`config.mk`:
```
export PLATFORM = sky130hd
export DESIGN_NAME = byte_striping
export DESIGN_NICKNAME = d
export VERILOG_FILES = /design/src/rtl/byte_striping.sv
export SDC_FILE = /design/constraint.sdc
export NUM_CORES = 1
export LEC_CHECK = 0
export ABC_AREA = 1
export ABC_CLOCK_PERIOD_IN_PS = 1700
export CAP_MARGIN = 10
export CORE_MARGIN = 2
export CORE_UTILIZATION = 35
export DETAILED_ROUTE_END_ITERATION = 7
export GPL_TIMING_DRIVEN = 0
export PLACE_DENSITY = 0.67
export SLEW_MARGIN = 25
export SYNTH_ARGS = -nofsm -noshare
export SYNTH_HDL_FRONTEND = slang
export SYNTH_SLANG_ARGS = --single-unit
```
`constraint.sdc`:
```
create_clock -name clk -period 1.7 [get_ports clk]
set_clock_uncertainty 0.1 [all_clocks]
set_input_delay 0.51 -clock clk [delete_from_list [all_inputs] [get_ports clk]]
set_output_delay 0.51 -clock clk [all_outputs]
set_load 0.01 [all_outputs]
```
`src/rtl/byte_striping.sv`:
```
// Byte striper: deals a serial symbol stream round-robin across LANES lanes and
// presents each completed (or flush-padded) lane word with a one-cycle strobe.
module byte_striping #(
    parameter int         LANES    = 4,
    parameter logic [7:0] IDLE_SYM = 8'h00,
    parameter int         PTR_W    = 2
) (
    input  logic                 clk,
    input  logic                 rst,
    input  logic                 enb,
    input  logic [7:0]           tx_in,
    input  logic                 tx_valid_in,
    input  logic                 flush,
    output logic [8*LANES-1:0]   lane_data,
    output logic [LANES-1:0]     lane_ctl,
    output logic                 lane_strobe,
    output logic [PTR_W-1:0]     lane_ptr,
    output logic [7:0]           pad_count
);

    typedef enum logic {
        S_EMPTY = 1'b0,
        S_FILL  = 1'b1
    } state_t;

    state_t               r_state;
    state_t               w_state_next;
    logic [PTR_W-1:0]     r_ptr;
    logic [PTR_W-1:0]     w_ptr_next;
    logic [8*LANES-1:0]   r_lane_data;
    logic [LANES-1:0]     r_lane_ctl;
    logic                 r_strobe;
    logic [7:0]           r_pad_count;

    logic                 w_last;
    logic                 w_full_emit;
    logic                 w_pad_emit;
    logic                 w_emit;
    logic [8*LANES-1:0]   w_word_data;
    logic [LANES-1:0]     w_word_ctl;

    // A full word takes priority over flush: if the incoming byte completes the
    // word it is a normal emit and does not count as padded.
    always_comb begin
        w_last       = (r_ptr == PTR_W'(LANES - 1));
        w_full_emit  = enb && w_last;
        w_pad_emit   = flush && !w_full_emit && (enb || (r_state == S_FILL));
        w_emit       = w_full_emit || w_pad_emit;
        w_ptr_next   = r_ptr;
        if (w_emit) begin
            w_ptr_next = '0;
        end else if (enb) begin
            w_ptr_next = r_ptr + PTR_W'(1);
        end
        w_state_next = (w_ptr_next == '0) ? S_EMPTY : S_FILL;
    end

    always_ff @(posedge clk) begin
        if (rst) begin
            r_state <= S_EMPTY;
            r_ptr   <= '0;
        end else begin
            r_state <= w_state_next;
            r_ptr   <= w_ptr_next;
        end
    end

    // Per-lane staging slot and word assembly: lanes below the pointer come from
    // staging, the pointer lane takes the live byte, lanes above it are padded.
    generate
        for (genvar gi = 0; gi < LANES; gi++) begin : g_lane
            logic [7:0] r_slot_data;
            logic       r_slot_ctl;
            logic       w_below;
            logic       w_here;

            assign w_below = (PTR_W'(gi) < r_ptr);
            assign w_here  = (PTR_W'(gi) == r_ptr) && enb;

            always_ff @(posedge clk) begin
                if (rst) begin
                    r_slot_data <= 8'h00;
                    r_slot_ctl  <= 1'b0;
                end else if (w_here && !w_emit) begin
                    r_slot_data <= tx_in;
                    r_slot_ctl  <= ~tx_valid_in;
                end
            end

            assign w_word_data[8*gi +: 8] = w_below ? r_slot_data :
                                            w_here  ? tx_in       : IDLE_SYM;
            assign w_word_ctl[gi]         = w_below ? r_slot_ctl  :
                                            w_here  ? ~tx_valid_in : 1'b0;
        end
    endgenerate

    always_ff @(posedge clk) begin
        if (rst) begin
            r_lane_data <= '0;
            r_lane_ctl  <= '0;
            r_strobe    <= 1'b0;
            r_pad_count <= 8'h00;
        end else begin
            r_strobe <= w_emit;
            if (w_emit) begin
                r_lane_data <= w_word_data;
                r_lane_ctl  <= w_word_ctl;
            end
            if (w_pad_emit && (r_pad_count != 8'hFF)) begin
                r_pad_count <= r_pad_count + 8'h01;
            end
        end
    end

    assign lane_data   = r_lane_data;
    assign lane_ctl    = r_lane_ctl;
    assign lane_strobe = r_strobe;
    assign lane_ptr    = r_ptr;
    assign pad_count   = r_pad_count;

endmodule

```
==> flow_metrics.tcl, run 1 <==
set metrics [dict create \
    status "finished clean" \
    grt_max_degree 14 \
    dieArea_um2 10000 \
    cp_num_buf_inv 5 \
    critPathLaunchType "flop" \
    final_common_cell "nand2_1" \
    ios 60 \
    syn_to_final_growth_pct 33.9 \
    clkLatencyLatePin_ns 0.35 \
    fin_cells 627 \
    worst_slack_ns 0.0317 \
    totalWireLength_um 9450 \
    start_util_pct 35.5 \
    netlist_area_um2 3240 \
    rsz0062_at_grt "true" \
    routedWlPerCell_um 15.1 \
    ant_nets 0 \
    fill_cells 937 \
    crit_type "reg -> reg" \
    maxSlewHeadroom_pct 61.0 \
    hp-class "reg -> reg" \
    gr-total-overflow 0 \
    antenna_found_initial 0 \
    cts.sinks 75 \
    dp.cells 600 \
    ys_types 28 \
    synth-seq-area-share_pct 46.4 \
    layout-drive-gt1-share_pct 14.0 \
    clkTransAtPathRegs_ns 0.08 \
    h-tree-depth 3 \
    p_leak_nw 1.91 \
    cts_tree "done" \
    cp.arrival_ns 1.79 \
    clk_root_buffer_cell "clkbuf_8" \
    crit_family "buffers and inverters" \
    final_area_um2 4330 \
    pre_cts_ws_ns -0.343 \
    cts.path.max_buffers 2 \
    ys_ff_latch 75 \
    grt_first_pass_wirelength_um 15000 \
    dpl_cell_area_um2 3960 \
    max_freq_ghz 0.599 \
    cp_slowest_cell "dfxtp_4" \
    fin_hold_ws_ns 0.365 \
    postSynthAreaPerCell_um2 7.49 \
    cp_data_required_time_ns 1.82 \
    hpwl_um 6410 \
    vias 3199 \
    fin_util_pct 47.6 \
    num_rows 35 \
    cpPeakStageDelay_ns 0.39 \
    routed_via_density 5.10 \
    crit_path_start "lane_ptr[1]" \
    die_h_um 100 \
    cts_inserted_buffers 9 \
    setup_violations 0 \
    min_from "lane_data[29]" \
    synth_cells 432 \
    first_global_vias 3050 \
    layout_common_cells "nand2_1 (91), dfxtp_1 (70), a21oi_1 (66)" \
    fin_crit_sh_pct 98.1 \
    min_period_ns 1.67 \
    synth_nets 451 \
    finalHoldViolCount 0 \
    core-area_um2 9110 \
    dieWidth_um 100 \
    powerDensity_nw_per_um2 930 \
    crit_chain "buf_8 > inv_6 > ha_4 > buf_6 > nand2_8 > inv_6 > nand3_4 > buf_6 > nand2_1 > o21ai_2 > nor2_1" \
    worst_pin_slew_ns 0.585 \
    drv_cap 0 \
    antenna_cells 0 \
    drtIter0Drc 307 \
    synth_warnings 0 \
    reg2reg_from "lane_ptr[1]" \
    port_buffers 57 \
    first_pass_iters 4 \
    track_usage_pct 19.2 \
    drv_slew 0 \
    nets 530 \
    ir_drop_v 0.000582 \
    drc 0 \
    crit_path_end_kind "flop" \
    worstPathMaxFanout 9 \
    gp_congestion 0.860 \
]
==> layout make-up <==
cell class | instances | area, um^2 | area share [%]
multi-input combinational | 299 | 1540 | 35.5
timing repair buffer | 66 | 616 | 14.2
clock buffer | 10 | 128 | 2.94
inverter | 38 | 164 | 3.78
clock inverter | 6 | 90.1 | 2.08
buffer | 20 | 139 | 3.20
timing repair inverter | 2 | 10.0 | 0.231
sequential | 75 | 1510 | 34.9
tap | 111 | 139 | 3.20
==> worst reg2reg max path, cell delays in order, from the launching register on <==
cell     delay, ns
dfxtp_4       0.39
buf_8         0.14
inv_6         0.05
ha_4          0.15
buf_6         0.12
nand2_8       0.09
inv_6         0.04
nand3_4       0.13
buf_6         0.15
nand2_1       0.08
o21ai_2       0.07
nor2_1        0.05
==> flip-flops by register name, summed over array words and instances (netlist names) <==
signal,flops
lane_ptr,2
pad_count,8
lane_ctl,4
lane_data,32
g_lane.r_slot_ctl,3
g_lane.r_slot_data,24
lane_strobe,1
r_state,1
==> metrics by stage <==
| step | TNS, ns | power (W) |
|---|---|---|
| 5_1_grt | -0.198 | 0.00421 |
| 6_report | 0 | 0.00403 |
| 4_1_cts | 0 | 0.00400 |
| 3_3_place_gp | -17.32 | 0.00250 |
| 2_1_floorplan | 0 | 0.00226 |
| 3_5_place_dp | -18.46 | 0.00251 |
==> routing by layer <==
metal / share of wire (%) / track usage (%)
met1: 45 / 25.3
met2: 46 / 30.6
met3: 5.9 / 4.18
met4: 2.5 / 7.69
met5: 0 / 0
==> worst paths after layout <==
kind	endpoint	slack, ns	cells past startpoint
hold reg to reg	lane_data[29]	0.37	2
setup / recovery	g_lane[0].r_slot_data[7]	0.03	11
setup reg to reg	g_lane[0].r_slot_data[7]	0.03	11
hold / removal	lane_data[29]	0.37	2
==> cell families after synthesis <==
logic type	after synthesis	synth area share [%]
AOI/OAI and AO/OA	114	18.4
xor gates and xnor gates	2	0.541
adders and majority gates	6	2.32
buffers and inverters	59	8.00
DFF	75	46.4
and+or+nand+nor	176	24.3
==> cells in the mapped netlist, drive strengths merged <==
master  count  area share, %
clkbuf     14            1.7
nor3       16            2.5
nand2      98             13
o21ai      39            6.5
xor2        1           0.27
xnor2       1           0.27
ha          6            2.3
a31oi       1           0.19
clkinv      2           0.27
dfxtp      75             46
o22ai       8            1.5
nand3      11            2.9
nor2       51            6.0
inv        36            4.2
a21oi      66             10
buf         7            1.9
==> power breakdown <==
part / internal [W] / switching (W) / leakage [nW] / total [W]
logic: 0.000254 / 0.000375 / 1.19 / 0.000629
clock network: 0.000830 / 0.000679 / 0.106 / 0.00151
registers: 0.00184 / 0.0000470 / 0.615 / 0.00189
total: 0.00293 / 0.00110 / 1.91 / 0.00403
==> repair_timing <==
| item | CTS | global route |
|---|---|---|
| endpoints found under the setup margin | 77 | 53 |
| hold buffers | 0 | 0 |
| gates resized for setup | 62 | 31 |
| setup buffers | 4 | 4 |
| gates cloned | 1 | 3 |
| pin swaps | 0 | 3 |
(Power assumes the default switching activity.)
==> inputs of run 2 (changes only) <==
Settings changed: CELL_PAD_IN_SITES_DETAIL_PLACEMENT from default to 2, CELL_PAD_IN_SITES_GLOBAL_PLACEMENT from default to 2, CORE_UTILIZATION 35 to 26, GPL_ROUTABILITY_DRIVEN from default to 0, PLACE_DENSITY 0.67 to 0.82.
==> flow_metrics.tcl, run 2 (same netlist as run 1, synthesis figures left out) <==
set metrics [dict create \
    cpMostUsedCell "a21oi_1" \
    nets 535 \
    reg2reg_depth 10 \
    fin_util_pct 38.0 \
    final_common_cell "nand2_1" \
    num_rows 40 \
    routed-wl-met3_um 421 \
    start_util_pct 26.8 \
    dr_wl_met2_um 6390 \
    syn_to_final_growth_pct 41.7 \
    gr-total-overflow 0 \
    antenna_cells 0 \
    ant_nets 0 \
    drtIter0Drc 115 \
    final_area_um2 4590 \
    cp_slowest_cell "clkdlybuf4s50_1" \
    postCtsHoldBufs 0 \
    first_global_vias 3589 \
    h-tree-depth 3 \
    track_usage_pct 19.1 \
    p_comb_share_pct 15.9 \
    p_sw_w 0.00128 \
    pwr-share-seq_pct 42.9 \
    netSwitchingFraction_pct 28.9 \
    grt_max_degree 14 \
    cp.arrival_ns 1.88 \
    critPathLaunchType "input pin" \
    layout-drive-gt1-share_pct 16.5 \
    port_buffers 57 \
    core-area_um2 12100 \
    p_int_w 0.00315 \
    worst_slack_ns -0.00502 \
    dpl_cell_area_um2 4030 \
    fin_crit_sh_pct 100 \
    vias 3299 \
    hold_depth 2 \
    setup_violations 1 \
    worst_pin_slew_ns 0.598 \
    ios 60 \
    totalWireLength_um 12400 \
    top_layer "met4" \
    p_clk_share_pct 41.3 \
    min_period_ns 1.71 \
    fill_cells 1418 \
    clk_root_buffer_cell "clkbuf_16" \
    ir_drop_v 0.000635 \
    maxSlewHeadroom_pct 60.2 \
    crit_path_end_kind "flop" \
    powerDensity_nw_per_um2 966 \
    routedWlPerCell_um 18.0 \
    multi_input_area_um2 1600 \
    setup_tns_ns -0.00502 \
    hp-class "reg -> reg" \
    worstPathMaxFanout 5 \
    hpwl_um 8430 \
    largest_reg_flops 32 \
    cts.sinks 75 \
    layout_common_cells "nand2_1 (87), dfxtp_1 (69), a21oi_1 (65)" \
    crit_path_start "tx_in[4]" \
    crit_chain "clkdlybuf4s50_1 > inv_1 > nor3_1 > a21oi_1 > a21oi_1" \
    dieWidth_um 116 \
    max_freq_ghz 0.587 \
    finalHoldViolCount 0 \
    crit_path_end "lane_data[20]" \
    antenna_found_initial 0 \
    cts_inserted_buffers 9 \
    dieArea_um2 13400 \
    crit_type "in -> reg" \
    clkTransAtPathRegs_ns 0.06 \
    violations "negative setup slack" \
    routed_via_density 4.80 \
    p_leak_nw 1.98 \
    cts.path.max_buffers 2 \
    clkLatencyLatePin_ns 0.35 \
    r2r_slack_ns 0.04 \
    drc 0 \
    seq_area_um2 1510 \
    cp_data_required_time_ns 1.88 \
    wl_met1_um 5380 \
    status "complete, but fails checks" \
    cpPeakStageDelay_ns 0.68 \
    cts_tree "done" \
    grt_first_pass_wirelength_um 19400 \
    timing.rr.end "g_lane[0].r_slot_data[2]" \
    drv_cap 0 \
    drv_slew 0 \
    die_h_um 116 \
    reg2reg_from "lane_ptr[1]" \
    first_pass_iters 5 \
]
==> run 2: cell type report <==
class / instances / area share [%]
Timing Repair Buffer: 71 / 14.5
Multi-Input combinational cell: 300 / 34.8
Buffer: 20 / 3.36
Timing Repair inverter: 1 / 0.109
Tap cell: 168 / 4.58
Clock inverter: 5 / 0.873
Inverter: 38 / 3.63
Clock buffer: 10 / 5.21
Sequential cell: 75 / 33.0
==> run 2: worst min path at each step <==
stage | end | startpoint
after floorplan | g_lane[1].r_slot_ctl | g_lane[1].r_slot_ctl
after global placement | lane_data[25] | lane_data[25]
after detailed placement | lane_data[25] | lane_data[25]
after CTS | lane_data[30] | lane_data[30]
after global routing | lane_data[25] | lane_data[25]
final | lane_data[30] | lane_data[30]
==> run 2: critical path: cells and delay by family <==
kind	cells	cell delay, ns
AND/OR/NAND/NOR	1	0.29
AO/OA/AOI/OAI	2	0.22
buffers and inverters	2	0.86
==> run 2: layer usage <==
| metal | vias to the layer above | global-route usage, % |
|---|---|---|
| met4 | 0 | 4.58 |
| met1 | 1632 | 23.2 |
| li1 | 1582 | - |
| met5 | - | 0 |
| met2 | 69 | 34.2 |
| met3 | 16 | 4.39 |
==> run 2: power by group through the flow <==
| stage | clock [W] | sequential (W) | combinational [W] |
|---|---|---|---|
| finish | 0.00183 | 0.00190 | 0.000704 |
| floorplan | 0 | 0.00195 | 0.000307 |
| CTS | 0.00188 | 0.00190 | 0.000653 |
| global route | 0.00195 | 0.00191 | 0.000770 |
| global placement | 0 | 0.00193 | 0.000580 |
| detailed placement | 0 | 0.00194 | 0.000602 |
==> run 2: timing repair <==
item | 4_1_cts | 5_1_grt
setup endpoints to repair | 115 | 45
hold endpoints to repair | 0 | 0
pin swaps | 2 | 3
cloned | 2 | 2
buffers inserted | 9 | 4
resized for setup | 80 | 25
==> run 2: stage by stage <==
stage | power [W] | std cells | hold slack (ns) | setup WS, ns
after detailed placement | 0.00254 | 657 | 0.357 | -0.406
after floorplan | 0.00226 | 432 | 0.346 | 0.00981
after global placement | 0.00251 | 657 | 0.350 | -0.357
after CTS | 0.00443 | 682 | 0.369 | 0.00451
final | 0.00443 | 688 | 0.362 | -0.00502
after global routing | 0.00463 | 688 | 0.381 | -0.0195
==> inputs of run 3 (changes only) <==
Settings changed: CTS_CLUSTER_DIAMETER from default to 40, REMOVE_ABC_BUFFERS from default to 1.
==> flow_metrics.tcl, run 3 (same netlist as run 1, synthesis figures left out) <==
set metrics [dict create \
    status "finished clean" \
    hpwl_um 7190 \
    syn_to_final_growth_pct 40.9 \
    layout-drive-gt1-share_pct 15.0 \
    grt_max_degree 32 \
    drv_slew 0 \
    fill_cells 1381 \
    cp.arrival_ns 1.86 \
    p_int_w 0.00339 \
    timing.rr.end "g_lane[0].r_slot_data[4]" \
    maxSlewHeadroom_pct 71.1 \
    h-tree-depth 3 \
    r2r_slack_ns 0.02 \
    clk_root_buffer_cell "clkbuf_16" \
    reg2reg_from "lane_ptr[0]" \
    vias 3327 \
    reg2reg_depth 8 \
    cts_tree "done" \
    dp.cells 639 \
    ios 60 \
    drtIter0Drc 172 \
    totalWireLength_um 13000 \
    final_common_cell "nand2_1" \
    min_to "lane_data[16]" \
    p_clk_share_pct 44.7 \
    cts_inserted_buffers 9 \
    p_comb_share_pct 14.3 \
    largest_reg_flops 32 \
    worstPathMaxFanout 9 \
    netSwitchingFraction_pct 26.8 \
    gr-total-overflow 0 \
    rsz0062_at_grt "true" \
    critPathLaunchType "input pin" \
    fin_cells 676 \
    crit_path_end_kind "flop" \
    dieWidth_um 116 \
    seq_area_um2 1510 \
    track_usage_pct 19.6 \
    fin_util_pct 37.8 \
    core-area_um2 12100 \
    fin_crit_sh_pct 99.1 \
    die_h_um 116 \
    pwr-share-seq_pct 40.9 \
    finalHoldViolCount 0 \
    routedWlPerCell_um 19.3 \
    nets 523 \
    setup_violations 0 \
    layout_common_cells "nand2_1 (89), dfxtp_1 (70), a21oi_1 (66)" \
    p_leak_nw 1.94 \
    cp_data_required_time_ns 1.87 \
    antenna_found_initial 0 \
    worst_pin_slew_ns 0.434 \
    antenna_cells 0 \
    multi_input_area_um2 1620 \
    grt_first_pass_wirelength_um 19700 \
    fin_hold_ws_ns 0.362 \
    ant_nets 0 \
    routed_via_density 4.92 \
    port_buffers 59 \
    start_util_pct 26.8 \
    min_from "lane_data[16]" \
    clkTransAtPathRegs_ns 0.06 \
    num_rows 40 \
    dieArea_um2 13400 \
    hp-class "reg -> reg" \
    first_global_vias 3560 \
    powerDensity_nw_per_um2 1020 \
    drv_cap 0 \
    min_period_ns 1.68 \
    postCtsHoldBufs 0 \
    cts.sinks 75 \
    max_freq_ghz 0.594 \
    ir_drop_v 0.000539 \
    drc 0 \
    cts.path.max_buffers 2 \
    p_sw_w 0.00125 \
    crit_type "in -> reg" \
    clkLatencyLatePin_ns 0.34 \
    hold_depth 2 \
    first_pass_iters 4 \
]
==> run 3: cell count changes in the layout (fill, tap and decap cells not counted), sizes merged, moves of 2 or more <==
cell and delta:
clkdlybuf4s50 +2, inv -2, nand2 +3, clkbuf -13
buf -4, clkinvlp +2, dlymetal6s2s -2, bufinv +2
==> run 3: worst max path at each step <==
stage,from,to,cells past startpoint
6_report,flush,g_lane[2].r_slot_data[6],7
5_1_grt,lane_ptr[0],g_lane[2].r_slot_data[5],8
4_1_cts,flush,lane_data[6],7
3_5_place_dp,enb,lane_data[6],6
3_3_place_gp,rst,r_state,4
2_1_floorplan,lane_ptr[1],r_state,6
==> run 3: layout make-up <==
cell class                 count  area share, %
sequential                    75           33.1
clock inverter                 5           1.70
clock buffer                  10           5.24
timing repair buffer          74           15.3
inverter                      38           3.87
timing repair inverter         2          0.521
tap                          168           4.61
multi-input combinational    304           35.6
==> run 3: metrics by stage <==
stage	setup slack [ns]	total power (W)	TNS [ns]	cell area [um^2]
after global placement	-2.00	0.00247	-111.46	3920
final	0.0154	0.00464	0	4560
after floorplan	-0.359	0.00221	-12.89	3120
after global routing	-0.0604	0.00483	-0.238	4560
after CTS	0.00716	0.00463	0	4450
after detailed placement	-1.45	0.00250	-84.31	3940
==> run 3: power by group through the flow <==
| stage | combinational, W | clock, W | sequential, W |
|---|---|---|---|
| CTS | 0.000625 | 0.00210 | 0.00190 |
| detailed placement | 0.000562 | 0 | 0.00194 |
| finish | 0.000665 | 0.00208 | 0.00190 |
| global placement | 0.000533 | 0 | 0.00193 |
| floorplan | 0.000253 | 0 | 0.00196 |
| global route | 0.000722 | 0.00220 | 0.00191 |
==> run 3: routing by layer <==
metal	vias to the layer above	part of all wire [%]	global-route usage (%)
li1	1560	-	-
met1	1667	42	22.6
met2	79	52	35.6
met3	21	3.6	3.87
met4	0	2.4	7.63
met5	-	0	0
==> run 3: worst max-delay path, stage by stage <==
cell,delay [ns]
clkdlybuf4s50_1,0.55
o21ai_4,0.11
buf_12,0.17
nand3_4,0.17
buf_4,0.15
nand2_1,0.05
a21oi_1,0.13
==> run 3: timing repair <==
item	CTS	global route
setup endpoints to repair	122	49
pin swaps	6	4
gates cloned	5	3
hold endpoints to repair	0	0
setup buffers	10	4
resized for setup	79	14
==> RTL edit: new RTL, config.mk and constraints of run 2 <==
Register the output `pad_count` once more; this adds one clock of latency there. The other outputs are not delayed to match.
--- a/src/rtl/byte_striping.sv
+++ b/src/rtl/byte_striping.sv
@@ -116,7 +116,9 @@
     assign lane_ctl    = r_lane_ctl;
     assign lane_strobe = r_strobe;
     assign lane_ptr    = r_ptr;
-    assign pad_count   = r_pad_count;
+    always_ff @(posedge clk) begin
+        pad_count <= r_pad_count;
+    end
 
 endmodule
 
Formal check against the unedited RTL: not equivalent (a bounded check fails within 4 cycles, from zero or initial values and one cycle with rst high).
==> RTL edit against run 2 <==
Fmax up 2.4%. Total power up 3.7%. First-iteration DRC count up 18%. Synthesized area up 4.8%. Design area up 1.7%. Wire length up 2.4%. Worst hold slack worse by 0.090 ns. Combinational power down 10%. Setup slack better by 0.040 ns. Synthesized cell count up 4.4%. Sequential cell count up 8. Largest power group unchanged.
==> RTL edit: results (changes against run 2) <==
| Metric | Value |
|---|---|
| Status | finished clean |
| Met3 Resource Use GR | 4.01% (-0.39 points) |
| Wire length of the first global-routing pass | 20.3 mm (+4.9%) |
| Post-Route M1 WL | 5.58 mm (+3.6%) |
| CP Data Arrival Time | 1.05 ns (-0.83 ns) |
| Highest routed layer | met4 |
| Crit path max-delay family | flip-flops |
| Startpoint of the most critical setup path | lane_ptr[1] |
| FILL cells | 1491 (+5.1%) |
| Worst reg2reg setup slack | ~0.035 ns |
| Port bufs | 58 (+1.8%) |
| Switching power | 1.25 mW (-2.3%) |
| Path depth of the worst reg2reg path | 7 (-3) |
| DP Area | 4190 µm² (+4.0%) |
| Drt initial violations | 136 (+18%) |
| Layout cell share with drive strength beyond 1 | 12.0% (-4.5 points) |
| Start point of the worst hold path | r_pad_count[7] |
| Global-route met1 utilization | 22.1% (-1.1 points) |
| Detailed placer's ending HPWL | 8.39 mm (-0.38%) |
| Met2 track demand over resource in global routing | 31.9% (-2.4 points) |
| Startpoint of the worst register-to-register path | lane_ptr[0] |
| Nets in the synthesized netlist | 470 (+4.2%) |
| Total Routing Usage GR | 18.5% (-0.66 points) |
| CTS clk-pin slew, worst paths | 0.06 ns (about the same) |
| Worst stage delay on the critical path | 0.42 ns (-0.26 ns) |
| Number of cells in the design after placement | 681 (+3.7%) |
| Routed wl met2 | 6.44 mm (+0.78%) |
| Dominant cells by area after synthesis | sky130_fd_sc_hd__dfxtp_1 49%, sky130_fd_sc_hd__nand2_1 11%, sky130_fd_sc_hd__a21oi_1 8.3%, sky130_fd_sc_hd__nor2_1 6.4%, sky130_fd_sc_hd__o21ai_0 5.5% |
| Number of library cell types mapped by synthesis | 25 (-11%) |
| Worst setup endpoint | lane_ptr[1] |
| Vias after detailed routing | 3382 (+2.5%) |
| Max reg flops | 32 (unchanged) |
| Cells after Synth | 451 (+4.4%) |
| Register area share after synthesis | 49.0% (+2.6 points) |
| Critical-path maximum fanout | 7 (+2) |
| Met3 wire length | 400 µm (-5.0%) |
| Worst hold path stage count | 0 (-2) |
| Kind of path behind the tightest hold check | reg -> reg |
| Maximum number of pins on one net before global-route repair | 14 (unchanged) |
| Cell leakage power | 2.05 nW (+3.6%) |
| Slew HR | 55.7% (-4.5 points) |
| IR Drop Worst-Case VDD | 475 µV (-25%) |
| Non-Filler Instances | 712 (+3.5%) |
| Pre-Repair DR Iteration Count | 4 (-1) |
| Slowest stage cell on the critical path | sky130_fd_sc_hd__dfxtp_4 |
| Clock latency at the later pin of the worst-skew pair | about 0.34 ns |
| Cell types with the highest counts after synthesis | 98 x sky130_fd_sc_hd__nand2_1, 83 x sky130_fd_sc_hd__dfxtp_1, 58 x sky130_fd_sc_hd__nor2_1 |
| Number of global-route vias before repair | 3789 (+5.6%) |
| Area of the multi-input gates | 1530 µm² (-4.2%) |
| Total wire length after detailed routing | 12.7 mm (+2.4%) |
| Number of antenna violations at the first check in global routing | 0 (unchanged) |
| Terminating pin of the worst hold path | pad_count[7] |
| Net total in the final layout | 555 (+3.7%) |
[RTL edit: changes by cell type after synthesis, moves of 5 or more]
cell | run 2 | this run
sky130_fd_sc_hd__nand3_1 | 8 | 22
sky130_fd_sc_hd__nand2_1 | 92 | 98
sky130_fd_sc_hd__nor3_1 | 16 | 11
sky130_fd_sc_hd__o21ai_0 | 29 | 37
sky130_fd_sc_hd__a21oi_1 | 66 | 56
sky130_fd_sc_hd__nor2_1 | 50 | 58
sky130_fd_sc_hd__dfxtp_1 | 75 | 83
[RTL edit: repair_timing]
action,4_1_cts,5_1_grt
gates resized for setup,69,27
pin swaps,4,6
buffers inserted,8,9
endpoints found under the setup margin,122,55
endpoints found under the hold margin,0,0
[RTL edit: stage by stage]
stage	hold slack [ns]	setup WS [ns]
after floorplan	0.251	0.0309
after global placement	0.257	-0.662
after detailed placement	0.268	-0.689
after CTS	0.277	0.000531
after global routing	0.292	-0.0230
final	0.272	0.0354
[RTL edit: layout make-up]
type | count | area share [%]
sequential | 83 | 35.8
multi-input combinational | 309 | 32.8
timing repair buffer | 75 | 14.4
clock buffer | 12 | 5.50
tap | 172 | 4.61
inverter | 37 | 3.35
buffer | 21 | 3.11
clock inverter | 3 | 0.510
[RTL edit: cells by family (layout without fill, tap and decap cells)]
logic type | after synthesis | after routing | synth area share (%)
DFF | 83 | 83 | 49.0
xor gates and xnor gates | 2 | 2 | 0.516
buffers and inverters | 59 | 148 | 7.96
AOI/OAI and AO/OA | 106 | 106 | 16.2
adders and majority gates | 6 | 6 | 2.21
and+or+nand+nor | 195 | 195 | 24.1
[RTL edit: power by group through the flow]
stage	logic [mW]	registers, mW	clock network [mW]
floorplan	0.286	2.14	0
global placement	0.554	2.13	0
detailed placement	0.575	2.13	0
CTS	0.585	2.09	1.90
global route	0.696	2.10	2.02
finish	0.632	2.09	1.87
